==> config.mk <==
export PLATFORM = sky130hd
export DESIGN_NAME = pc_fetch_unit
export DESIGN_NICKNAME = d
export VERILOG_FILES = /design/src/rtl/pc_fetch_unit.sv
export SDC_FILE = /design/constraint.sdc
export NUM_CORES = 1
export LEC_CHECK = 0
export BUFFER_PORTS_ARGS = -buffer_cell sky130_fd_sc_hd__buf_4
export CAP_MARGIN = 10
export CORE_MARGIN = 2
export CORE_UTILIZATION = 45
export CTS_CLUSTER_SIZE = 25
export DETAILED_ROUTE_END_ITERATION = 12
export PLACE_DENSITY_LB_ADDON = 0.08
export SYNTH_ARGS = -nofsm -noshare
export SYNTH_HDL_FRONTEND = slang
export SYNTH_SLANG_ARGS = --single-unit
==> constraint.sdc <==
create_clock -name clk_i -period 2.5 [get_ports clk_i]
set_input_delay 0.125 -clock clk_i [delete_from_list [all_inputs] [get_ports clk_i]]
set_output_delay 0.125 -clock clk_i [all_outputs]
set_load 0.1 [all_outputs]
==> src/rtl/pc_fetch_unit.sv <==
// Program counter and instruction-fetch sequencer with a req/ack memory handshake and a fetch timeout.
// Optional macro PC_ALIGN_CHECK_EN: adds misalign_o and a HALT state for unaligned next-PC values.
module pc_fetch_unit #(
   parameter logic [31:0] RESET_PC    = 32'h0000_0000,
   parameter int unsigned TIMEOUT_CYC = 16
) (
   input  logic        clk_i,
   input  logic        rst_i,
   output logic [31:0] pc_o,
   input  logic [31:0] pc_plus4_i,
   input  logic [31:0] branch_target_i,
   input  logic        branch_taken_i,
   input  logic [31:0] jump_target_i,
   input  logic        jump_i,
   input  logic        stall_i,
   output logic        imem_req_o,
   output logic [31:0] imem_addr_o,
   input  logic        imem_ack_i,
   input  logic [31:0] imem_data_i,
   output logic [31:0] instr_o,
   output logic        instr_valid_o,
   output logic        fetch_err_o
`ifdef PC_ALIGN_CHECK_EN
   ,
   output logic        misalign_o
`endif
);

   // state   | meaning
   // S_IDLE  | just out of reset, no request yet
   // S_REQ   | fetch request outstanding at pc_o
   // S_VALID | instr_o held for decode until consumed
   // S_HALT  | unaligned next PC seen (PC_ALIGN_CHECK_EN only)
   typedef enum logic [1:0] {
      S_IDLE,
      S_REQ,
      S_VALID
`ifdef PC_ALIGN_CHECK_EN
      ,
      S_HALT
`endif
   } state_t;

   localparam logic [7:0] TMR_LOAD = 8'(TIMEOUT_CYC - 1);

   state_t      state, state_nxt;
   logic [7:0]  tmr, tmr_nxt;
   logic [31:0] next_pc_raw, pc_nxt;
   logic        pc_load, capture, err_nxt, misalign_set;

   always_comb begin
      if (jump_i)              next_pc_raw = jump_target_i;
      else if (branch_taken_i) next_pc_raw = branch_target_i;
      else                     next_pc_raw = pc_plus4_i;
   end

`ifdef PC_ALIGN_CHECK_EN
   assign pc_nxt = next_pc_raw;
`else
   assign pc_nxt = next_pc_raw & ~32'h3;
`endif

   // Timeout timer counts down from TIMEOUT_CYC-1; terminal count with no ack raises the error.
   always_comb begin
      state_nxt    = state;
      tmr_nxt      = tmr;
      pc_load      = 1'b0;
      capture      = 1'b0;
      err_nxt      = 1'b0;
      misalign_set = 1'b0;
      case (state)
         S_IDLE: state_nxt = S_REQ;
         S_REQ: begin
            if (imem_ack_i) begin
               capture   = 1'b1;
               state_nxt = S_VALID;
               tmr_nxt   = TMR_LOAD;
            end else if (tmr == 8'd0) begin
               err_nxt = 1'b1;
               tmr_nxt = TMR_LOAD;
            end else begin
               tmr_nxt = tmr - 8'd1;
            end
         end
         S_VALID: begin
            if (!stall_i) begin
`ifdef PC_ALIGN_CHECK_EN
               if (pc_nxt[1:0] != 2'b00) begin
                  misalign_set = 1'b1;
                  state_nxt    = S_HALT;
               end else begin
                  pc_load   = 1'b1;
                  state_nxt = S_REQ;
               end
`else
               pc_load   = 1'b1;
               state_nxt = S_REQ;
`endif
            end
         end
`ifdef PC_ALIGN_CHECK_EN
         S_HALT: state_nxt = S_HALT;
`endif
         default: state_nxt = S_IDLE;
      endcase
   end

   always_ff @(posedge clk_i) begin
      if (rst_i) begin
         state       <= S_IDLE;
         pc_o        <= RESET_PC;
         instr_o     <= 32'h0;
         fetch_err_o <= 1'b0;
         tmr         <= TMR_LOAD;
      end else begin
         state       <= state_nxt;
         tmr         <= tmr_nxt;
         fetch_err_o <= err_nxt;
         if (pc_load) pc_o <= pc_nxt;
         if (capture) instr_o <= imem_data_i;
      end
   end

`ifdef PC_ALIGN_CHECK_EN
   always_ff @(posedge clk_i) begin
      if (rst_i)             misalign_o <= 1'b0;
      else if (misalign_set) misalign_o <= 1'b1;
   end
`endif

   assign imem_req_o    = (state == S_REQ);
   assign imem_addr_o   = pc_o;
   assign instr_valid_o = (state == S_VALID);

endmodule
# --- Word-level counts from Yosys, hierarchy flattened ---
# Index checks and enable logic that the tools add are counted.
word_totals:
  ff_bits: 73
  inputBits: 134
  wordCells: 27
classes:
  add_sub_neg: 1
  eq_ne: 4
  mux: 12
  bitwise_logic: 1
  n_reduce_logical: 4
ops:
  columns: ["cell", "count"]
  rows:
  - ["32-bit two-way mux", 2]
  - ["8-bit two-way mux", 2]
  - ["8-bit zero test", 1]
  - ["8-bit by 1-bit subtractor with 8-bit output, second input constant", 1]
  - ["2-bit case mux with 3 select lines", 1]
  - ["1-bit two-way mux", 5]
  - ["2-bit two-way mux", 2]
  - ["3-bit OR reduction", 1]
  - ["2-bit by 1-bit == test with 1-bit output, second input constant", 1]
  - ["2-bit == test, second input constant", 1]
  - ["2-bit zero test", 1]
  - ["2-bit by 1-bit != test with 1-bit output, second input constant", 1]
  - ["2-bit != test, second input constant", 1]
  - ["2-bit AND reduction", 1]
  - ["1-bit inverter", 1]

# --- Logic depth before layout (Yosys ltp) ---
logic_depth:
  depth_word: 3
  depth_mapped: 7
  ltp_nobuf: 6

# --- Worst setup path after synthesis ---
# Ideal clock, no wire load.
synth_timing:
  kind: "register to register"
  start: "reg state[0]"
  end: "reg instr_o[0]"
  setup_ps: 71
  t_arrival_ps: 1584
  t_required_ps: 2429
  setup_slack_ps: 845
  stages_incl_launch_ff: 8
  n_path_buf: 2
  path_cell_list: "dfxtp_1 > nand2b_4 > inv_2 > and2_1 > clkbuf_1 > buf_2 > nand2_1 > a21oi_1"
synth_via:
  elab_chain_len: 2
synth_lines:
  columns: ["item", "line_no", "text"]
  rows:
  - ["from (decl)", "46", "state_t state, state_nxt;"]
  - ["from (signal assigned)", "116", "state <= state_nxt;"]
  - ["2-bit by 1-bit == test with 1-bit output", null, null]
  - ["net imem_req_o", "16", "output logic imem_req_o,"]
  - ["1-bit two-way mux", "71", "case (state)"]
  - ["to (signal assigned)", "120", "if (capture) instr_o <= imem_data_i;"]
  - ["to (decl)", "20", "output logic [31:0] instr_o,"]
# The timed path passes the listed nets, and every way through them passes these cells.
# A chain may end at the register's enable or synchronous reset.

# --- Worst setup path in the final report ---
layout_timing:
  start: "reg tmr[0]"
  end: "reg tmr[4]"
layout_via:
  elab_chain_len: 3
layout_lines:
  columns: ["item", "line_no", "text"]
  rows:
  - ["from (decl)", "47", "logic [7:0] tmr, tmr_nxt;"]
  - ["from (signal assigned)", "117", "tmr <= tmr_nxt;"]
  - ["8-bit by 1-bit subtractor with 8-bit output / 8-bit zero test (equally long branches)", "82, 78", null]
  - ["8-bit two-way mux *", "78", "end else if (tmr == 8'd0) begin"]
  - ["8-bit two-way mux *", "74", "if (imem_ack_i) begin"]
# Mark *: on every way between the ends. The rest lies on a longest branch, timed or not.

==> results.py <==
metrics = {
    "global_route": {
        "grt_max_degree": 61,
        "grt_first_pass_wirelength_mm": 15.50,
        "antenna_found_initial": 0,
        "grt_overflow": 0,
        "grt_pass1_vias": 3147,
        "grt_usage": 0.2290,
    },
    "sta": {
        "rsz0062_at_grt": "false",
        "final-max-slew-violation-count": 0,
        "setup_viol": 0,
        "finalCritPeriodShare": 0.6766,
        "fin_tns_setup_ns": 0,
        "slew_headroom": 0.6316,
        "hold_violations": 0,
        "max_freq_mhz": 591.2,
        "clock_skew_ns": 0.009741,
        "worst_slack_ns": 0.8086,
        "worst_slew_pin_slew_ns": 0.5526,
        "whs_ns": 0.01664,
        "fin_crit_ns": 1.691,
    },
    "worst_setup_path": {
        "r2r_slack_ns": 0.81,
        "crit_buf_inv": 1,
        "crit_cells": 6,
        "regToRegStartpoint": "tmr[0]",
        "slowest_delay_ns": 0.40,
        "cp_max_fo": 4,
        "r2r_end": "tmr[4]",
        "critical_path_class": "reg2reg",
        "cp.required_ns": 2.72,
        "worst_setup_path_start_kind": "flip-flop",
        "arrival_ns": 1.92,
        "cp-startpoint": "tmr[0]",
        "reg2reg_depth": 6,
        "crit_family": "simple AND/OR/NAND/NOR gates",
        "cp_slowest_cell": "nor4b_1",
        "cp-endpoint": "tmr[4]",
        "end_kind": "flip-flop",
        "path_cells": "inv_1 -> ha_1 -> nor3b_1 -> nor4b_1 -> a211o_1 -> a21oi_2",
    },
    "placed_design": {
        "dp_hpwl_mm": 7.467,
        "place_congestion": 0.8187,
        "pre_cts_slack_ns": 0.8859,
        "port_buffers": 222,
    },
    "pwr": {
        "leakage_nw": 2.425,
        "powerDensity_nw_per_um2": 546.2,
        "irDropWorstVdd_v": 0.0003476,
    },
    "final_layout": {
        "area_growth_syn_to_layout_pct": 46.82,
        "multi_input_area_um2": 1633,
        "antenna_cells": 0,
        "fin_util": 0.6715,
        "fillers": 670,
        "drive_gt1_frac": 0.3968,
        "nets": 761,
        "regArea_um2": 1461,
    },
    "yosys": {
        "syn-cell-area_um2": 3480,
        "synth_compound_area_frac": 0.1694,
        "postSynth.asyncResetShare": 0,
        "ys.flop_type": "dfxtp_1",
        "ys_ff_latch": 73,
        "synth_xor_area_frac": 0.002517,
        "synth_top_family_by_area": "simple AND/OR/NAND/NOR gates",
        "syn_avg_cell_area_um2": 7.732,
        "synth-simple-area-share": 0.1988,
        "yosysWarnings": 0,
        "synth_edf_count": 0,
        "synth_cell_types": 41,
        "synth-seq-area-share": 0.4200,
        "synthCells": 450,
        "synthAdderAreaFrac": 0.007192,
        "synth_mux_area_frac": 0.08630,
    },
    "route": {
        "via_per_inst": 4.873,
        "wl_mm": 9.952,
        "drtAntennaViolNets": 0,
        "drt_iter0_drc": 133,
        "drtPass1Iterations": 5,
        "route.detailed.drc": 0,
        "wl_per_cell_um": 13.60,
        "vias": 3567,
    },
    "cts": {
        "cts.sinks": 73,
        "hold_buffers": 0,
        "ctsResizeCount": 0,
        "cts_tree": "done",
        "cts_root_buffer": "clkbuf_8",
        "postCtsSetupRepairBufs": 0,
        "numCtsBuffers": 9,
        "path_clk_slew_ns": 0.08,
        "htree_levels": 3,
        "clk_latency_ns": 0.35,
        "cts.path.max_buffers": 2,
    },
    "die": {
        "dieArea_um2": 8452,
        "start_util": 0.4574,
        "dieWidth_um": 91.94,
        "ioPinCount": 233,
        "die_h_um": 91.94,
        "rows": 32,
        "core_area_um2": 7607,
    },
    "run_status": {
        "outcome": "completed",
    },
    "hold_path": {
        "hp-class": "in2reg",
    },
    "run": {
        "max_cap_viol_count": 0,
    },
}
[how the worst min path moves through the flow]
stage	slack [ns]	depth (start not counted)	start	to
after floorplan	0.26	2	imem_data_i[0]	instr_o[0]
after global placement	0.37	3	imem_data_i[29]	instr_o[29]
after detailed placement	0.38	3	imem_data_i[30]	instr_o[30]
after CTS	0.004	3	imem_data_i[30]	instr_o[30]
after global routing	0.007	3	imem_data_i[6]	instr_o[6]
final	0.02	3	imem_data_i[11]	instr_o[11]
[tightest hold or removal path, delay by kind of cell]
kind	cells	cell delay, ns
buf+inv	1	0.11
simple gates	1	0.04
compound gates	1	0.05
[layer usage]
layer  part of all wire  vias to the layer above  GRT usage
met5                  0                        -          0
met4              0.022                        0    0.08831
met3              0.077                       16    0.06245
met2               0.50                      133     0.3707
met1               0.40                     1604     0.2913
li1                   -                     1814          -
[sequential cells by signal, indices dropped and copies added (netlist names)]
signal	count
instr_o	32
imem_addr_o	30
tmr	8
state	2
fetch_err_o	1
[cells in the mapped netlist (2+ instances only)]
master / count / area share
a21oi_1: 67 / 0.096
inv_1: 4 / 0.0043
nor3b_1: 3 / 0.0065
buf_4: 34 / 0.073
nor2_1: 39 / 0.042
nand2b_1: 2 / 0.0036
nand2_1: 99 / 0.11
buf_2: 6 / 0.0086
or4_1: 2 / 0.0043
o21ai_0: 32 / 0.046
dfxtp_1: 73 / 0.42
nor4_1: 2 / 0.0036
mux2i_1: 30 / 0.086
clkbuf_1: 24 / 0.026
nor2b_1: 2 / 0.0036
nand3_1: 3 / 0.0043
ha_1: 2 / 0.0072
nor4b_1: 2 / 0.0050
o21bai_1: 2 / 0.0043
[layout make-up]
| cell class | count | area share |
|---|---|---|
| inverters | 5 | 0.003674 |
| well taps | 102 | 0.02498 |
| clock buffers | 9 | 0.02425 |
| clock inverters | 7 | 0.009307 |
| repair buffers | 226 | 0.3321 |
| flip-flops and latches | 73 | 0.2861 |
| multi-input cells | 310 | 0.3196 |
[logic make-up after synthesis]
| group | count (synthesis) |
|---|---|
| AOI/OAI and AO/OA | 111 |
| xor gates and xnor gates | 1 |
| adders and majority gates | 2 |
| buffers and inverters | 70 |
| DFF | 73 |
| muxes | 30 |
| other | 1 |
| and+or+nand+nor | 162 |
[where the power goes]
part	leakage, nW	switching [W]	total, W	internal [W]
clock network	0.0850	0.000452	0.000809	0.000358
registers	0.592	0.0000231	0.00122	0.00120
logic	1.75	0.000509	0.000759	0.000250
[metrics by stage]
stage | std cells | power [W] | instance area (µm²)
floorplan | 453 | 0.001773 | 3491
global placement | 716 | 0.002001 | 4937
detailed placement | 716 | 0.002011 | 4937
CTS | 732 | 0.002813 | 5109
global route | 732 | 0.002922 | 5109
finish | 732 | 0.002790 | 5109
[placed cells by master, fill, tap and decap left out, drive strengths merged, types with 2 or more instances in the layout]
| master | instances |
|---|---|
| a21oi | 68 |
| buf | 226 |
| clkbuf | 9 |
| clkinv | 5 |
| clkinvlp | 2 |
| conb | 4 |
| dfxtp | 73 |
| ha | 2 |
| inv | 5 |
| mux2i | 30 |
| nand2 | 99 |
| nand2b | 3 |
| nand3 | 3 |
| nor2 | 39 |
| nor2b | 2 |
| nor3b | 3 |
| nor4 | 3 |
| nor4b | 2 |
| o21ai | 33 |
| o21bai | 2 |
| or4 | 2 |
Note: power is estimated with default switching activity, not from simulation.
